**src/rtl/full_adder_reg_if.sv**
```systemverilog
// Operand/result bundle for the registered full adder.
// master drives a/b/rin/in_valid and sees z/rout/ovf/out_valid; slave is the adder.
interface full_adder_reg_if #(
    parameter int WIDTH = 1
) ();
    logic [WIDTH-1:0] a;
    logic [WIDTH-1:0] b;
    logic             rin;
    logic             in_valid;
    logic [WIDTH-1:0] z;
    logic             rout;
    logic             ovf;
    logic             out_valid;

    modport master (
        output a, b, rin, in_valid,
        input  z, rout, ovf, out_valid
    );

    modport slave (
        input  a, b, rin, in_valid,
        output z, rout, ovf, out_valid
    );
endinterface

```
**src/rtl/full_adder_reg.sv**
```systemverilog
// Registered ripple-carry adder: {rout,z} = a + b + rin, 1-cycle latency.
// Ports: clk, rst_n (async low), io.slave (a,b,rin,in_valid -> z,rout,ovf,out_valid).
module full_adder_reg #(
    parameter int WIDTH      = 1,
    parameter bit SIGNED_OVF = 1'b1
) (
    input logic             clk,
    input logic             rst_n,
    full_adder_reg_if.slave io
);
    logic [WIDTH-1:0] s_n;
    logic             cy;
    logic             c_msb_in;
    logic             ovf_n;

    // cy walks the chain bit by bit; c_msb_in ends as the carry into the MSB
    // (rin itself when WIDTH is 1).
    always_comb begin
        cy       = io.rin;
        c_msb_in = io.rin;
        s_n      = '0;
        for (int i = 0; i < WIDTH; i++) begin
            c_msb_in = cy;
            s_n[i]   = io.a[i] ^ io.b[i] ^ cy;
            cy       = (io.a[i] & io.b[i])
                     | (io.a[i] & cy)
                     | (io.b[i] & cy);
        end
    end

    assign ovf_n = SIGNED_OVF & (cy ^ c_msb_in);

    // Results are loaded only on valid input and held otherwise, so idle
    // (possibly unknown) operands never reach the outputs.
    always_ff @(posedge clk or negedge rst_n) begin
        if (!rst_n) begin
            io.out_valid <= 1'b0;
            io.z         <= '0;
            io.rout      <= 1'b0;
            io.ovf       <= 1'b0;
        end else begin
            io.out_valid <= io.in_valid;
            if (io.in_valid) begin
                io.z    <= s_n;
                io.rout <= cy;
                io.ovf  <= ovf_n;
            end
        end
    end
endmodule

```
**src/flat_wrapper.sv**
```systemverilog
// flat-port wrapper written by rule: the top's interface ports become plain ports
module full_adder_reg_flat 
#(
    parameter int WIDTH      = 1,
    parameter bit SIGNED_OVF = 1'b1
)
  (clk, rst_n, io_a, io_b, io_rin, io_in_valid, io_z, io_rout, io_ovf, io_out_valid);
  full_adder_reg_if #(.WIDTH(WIDTH)) io_i ();
  input logic clk;
  input logic rst_n;
  input wire logic [$bits(io_i.a)-1:0] io_a;
  input wire logic [$bits(io_i.b)-1:0] io_b;
  input wire logic [$bits(io_i.rin)-1:0] io_rin;
  input wire logic [$bits(io_i.in_valid)-1:0] io_in_valid;
  output wire logic [$bits(io_i.z)-1:0] io_z;
  output wire logic [$bits(io_i.rout)-1:0] io_rout;
  output wire logic [$bits(io_i.ovf)-1:0] io_ovf;
  output wire logic [$bits(io_i.out_valid)-1:0] io_out_valid;
  assign io_i.a = io_a;
  assign io_i.b = io_b;
  assign io_i.rin = io_rin;
  assign io_i.in_valid = io_in_valid;
  assign io_z = io_i.z;
  assign io_rout = io_i.rout;
  assign io_ovf = io_i.ovf;
  assign io_out_valid = io_i.out_valid;
  full_adder_reg #(.WIDTH(WIDTH), .SIGNED_OVF(SIGNED_OVF)) u_core (.clk(clk), .rst_n(rst_n), .io(io_i));
endmodule
```
**config.mk**
```make
export PLATFORM = sky130hd
export DESIGN_NAME = full_adder_reg_flat
export DESIGN_NICKNAME = d
export VERILOG_FILES = /design/src/rtl/full_adder_reg_if.sv /design/src/rtl/full_adder_reg.sv /design/src/flat_wrapper.sv
export SDC_FILE = /design/constraint.sdc
export NUM_CORES = 1
export LEC_CHECK = 0
export ABC_AREA = 1
export CORE_AREA = 2 2 39 41
export DETAILED_ROUTE_END_ITERATION = 6
export DIE_AREA = 0 0 41 43
export DONT_BUFFER_PORTS = 1
export PLACE_DENSITY_LB_ADDON = 0.12
export RECOVER_POWER = 25
export SYNTH_ARGS = -nofsm -noshare
export SYNTH_HDL_FRONTEND = slang
export SYNTH_SLANG_ARGS = --single-unit
```
**constraint.sdc**
```tcl
create_clock -name clk -period 1.02 [get_ports clk]
set_input_delay 0.204 -clock clk [delete_from_list [all_inputs] [get_ports clk]]
set_output_delay 0.204 -clock clk [all_outputs]
set_load 0.005 [all_outputs]
```
# Word-level counts from Yosys, hierarchy flattened
# Index checks and enable logic that the tools add are counted.
[word_totals]
ff_bits = 4
input_bits = 6
output_inout_bits = 4
elab_cells = 12
[classes]
n_bitwise = 8
[ops]
columns = ["operator", "count"]
rows = [
  ["$and A1 B1 Y1", 3],
  ["$xor A1 B1 Y1", 3],
  ["$or A1 B1 Y1", 2],
]

# Longest topological paths before layout
[depth]
depth_word = 4
depth_mapped = 5
ltp_nobuf = 5

# Least setup slack after synthesis
# No wires, ideal clock.
[synth_timing]
kind = "input to register"
from = "input port io_rin"
to = "register u_core.io.ovf"
setup_time_ns = 0.117
arrival_time_ns = 0.833
required_time_ns = 0.903
slack_ns = 0.069
cell_stages = 5
path_buffers = 0
cell_sequence = "fa_1 inv_1 nand2_1 nand3_1 nand2_1"
[synth_between]
elab_chain_cells = 4
elab_cells_between_ends = 5
classes_between = "bitwise: 5"
[synth_rtl]
columns = ["item", "line", "text"]
rows = [
  ["start, declared", "flat_wrapper.sv:13", "input wire logic [$bits(io_i.rin)-1:0] io_rin;"],
  ["$and A1 B1 Y1", "full_adder_reg.sv:26", "| (io.a[i] & cy)"],
  ["$or A1 B1 Y1", "full_adder_reg.sv:26", ""],
  ["$or A1 B1 Y1", "full_adder_reg.sv:27", "| (io.b[i] & cy);"],
  ["$xor A1 B1 Y1 *", "full_adder_reg.sv:31", "assign ovf_n = SIGNED_OVF & (cy ^ c_msb_in);"],
  ["end signal, assigned", "full_adder_reg.sv:46", "io.ovf <= ovf_n;"],
  ["end, declared", "full_adder_reg_if.sv:22", "output z, rout, ovf, out_valid"],
]
# Every way passes the cells marked *; elsewhere a longest branch is shown, timed or not.
# A chain may end at the register's enable or synchronous reset.

# Worst setup path in the final report
[layout_timing]
from = "register u_core.io.z"
to = "output port io_z"
[layout_lines]
columns = ["item", "line", "text"]
rows = [
  ["start, declared", "full_adder_reg_if.sv:22", ""],
  ["start signal, assigned", "full_adder_reg.sv:44", "io.z <= s_n;"],
  ["end, declared", "flat_wrapper.sv:15", "output wire logic [$bits(io_i.z)-1:0] io_z;"],
]
# No word-level cell between the ends.

==> impl_metrics.tcl <==
set metrics [dict create \
    crit_required_ns 0.82 \
    die_h_um 43 \
    dominant_combinational_cell_family_by_area_after_synthesis "simple AND/OR/NAND/NOR gates" \
    critPathLaunchType "flop" \
    vias_per_cell 3.36 \
    clk_pin_slew_worst_paths_ns 0.04 \
    fraction_of_layout_instances_using_a_drive_strength_above_1_pct 17.4 \
    report.final.hold_viol_count 0 \
    yosys_register_bits 4 \
    crit_fanout 2 \
    dieArea_um2 1760 \
    route.vias.total 131 \
    areaGrowthSynthToFinish_pct 36.5 \
    synth_compound_area_share_pct 2.92 \
    final_common_cell "nand2_1" \
    rows 14 \
    syn-mean-instance-area_um2 9.52 \
    first_global_vias 143 \
    start_util_pct 12.4 \
    tritoncts "done" \
    post_detailed_route_drc_marker_count 0 \
    postLayoutSetupSlackWorst_ns 0.190 \
    fmax_ghz 1.20 \
    post_layout_min_period_ns 0.830 \
    clkLatencyLatePin_ns 0.23 \
    yosys.cell_types.count 7 \
    slew-limit-headroom_pct 87.3 \
    clockBufferDepth 2 \
    firstDrtPassIters 2 \
    setup.worst_path.start "u_core.io.z" \
    mostFrequentLayoutCells "nand2_1, dfrtp_1, clkbuf_4, inv_1, dlygate4sd3_1" \
    crit_path_end_kind "output port" \
    io-pin-count 10 \
    gp_routability_congestion 0.646 \
    worstMarginPinSlew_ns 0.189 \
    post_cts_buffers 0 \
    rsz0062_at_grt "no" \
    post_drt_wl_per_cell_um 9.56 \
    place_ws_ns 0.0146 \
    total_number_of_nets_in_the_final_design 32 \
    grtUsageTotal_pct 5.54 \
    totalWireLength_um 373 \
    cap_violations 0 \
    cts_repair_resize_count 0 \
    synth_xor_xnor_area_share_pct 0 \
    arrival_ns 0.63 \
    hold_path.class "in2reg" \
    synth_seq_area_share_pct 58.4 \
    filler_cell_count 160 \
    diodes 0 \
    die_width_um 41 \
    regToRegStartpoint "u_core.io.rout" \
    worst_clock_skew_ns 0 \
    overflow 0 \
    area_share_of_and_or_nand_nor_cells_after_synthesis_pct 20.4 \
    vdd.ir_drop.worst_mv 0.258 \
    netlist_instances 18 \
    number_of_buffers_created_by_cts 3 \
    status "finished, final reports clean" \
    drt_first_iter_violations 1 \
    final-setup-viol-count 0 \
    initial_antenna_violation_count 0 \
    antenna_left 0 \
    number_of_port_buffers 0 \
    slew_violations 0 \
    hold_buf_cts 2 \
    grt_pass1_wl_um 565 \
    core_um2 1380 \
    synth.mux.area_fraction_pct 0 \
    synthesis.yosys.warnings 0 \
    timing.setup.tns_ns 0 \
    power.leakage_nw 0.117 \
    classification_of_the_worst_setup_path "reg2out" \
    fin_crit_sh_pct 81.4 \
    mappedNetlistArea_um2 171 \
    cts.sinks 4 \
    synthAdderAreaFrac_pct 11.7 \
    grt_max_degree 5 \
    htree_levels 1 \
    net_count_of_the_mapped_netlist 25 \
    power-per-cell-area_nw_per_um2 1800 \
    hp-start "io_in_valid" \
    clockRootBuffer "clkbuf_4" \
]
-- power breakdown --
group / total (W) / internal [W] / switching [W]
clock network: 0.000194 / 0.000131 / 0.0000622
registers: 0.000191 / 0.000177 / 0.0000138
logic: 0.0000362 / 0.0000176 / 0.0000186
-- cell usage after synthesis --
cell | number | area (µm²)
dfrtp_1 | 4 | 100
inv_1 | 2 | 7.51
inv_2 | 1 | 3.75
nand2_1 | 8 | 30.0
nand3_1 | 1 | 5.00
fa_1 | 1 | 20.0
o21ai_1 | 1 | 5.00
-- final timing paths --
kind                                  endpoint  slack, ns  cells past startpoint
worst min-delay path               u_core.io.z       0.11                      2
max in group asynchronous        u_core.io.ovf       0.61                      1
worst max register to register  u_core.io.rout       0.39                      2
worst max-delay path                      io_z       0.19                      0
worst min register to register   u_core.io.ovf       0.51                      2
min in group asynchronous          u_core.io.z       0.24                      1
-- flip-flops by register name (all words and copies together) (netlist names) --
name                 cells
u_core.io.rout           1
u_core.io.ovf            1
u_core.io.z              1
u_core.io.out_valid      1
-- cell type report --
cell class / count / area, µm² / share of cell area [%]
well taps: 16 / 20.0 / 8.56
clock buffers: 3 / 22.5 / 9.63
repair buffers: 2 / 20.0 / 8.56
multi-input cells: 11 / 60.1 / 25.7
inverters: 3 / 11.3 / 4.81
flip-flops and latches: 4 / 100 / 42.8
-- per-layer routing --
metal / part of all wire (%) / GRT usage, %
met3: 15 / 4.19
met5: 0 / 0
met1: 38 / 3.91
met2: 47 / 6.25
met4: 0 / 10.0
-- metrics by stage --
step,cell area (µm²),utilization (%),hold WS (ns),std cells,total power [W]
after floorplan,171,-,-0.0916,18,0.000212
after global placement,191,13.8,-0.0914,34,0.000221
after detailed placement,191,13.8,-0.0915,34,0.000222
after CTS,234,16.9,0.102,39,0.000434
after global routing,234,16.9,0.107,39,0.000445
final,234,16.9,0.107,39,0.000420
-- kinds of logic after synthesis --
| kind of cell | Yosys count |
|---|---|
| AOI/OAI and AO/OA | 1 |
| and+or+nand+nor | 9 |
| DFF | 4 |
| buffers and inverters | 3 |
| adders and majority gates | 1 |
Note: power is estimated with default switching activity, not from simulation.
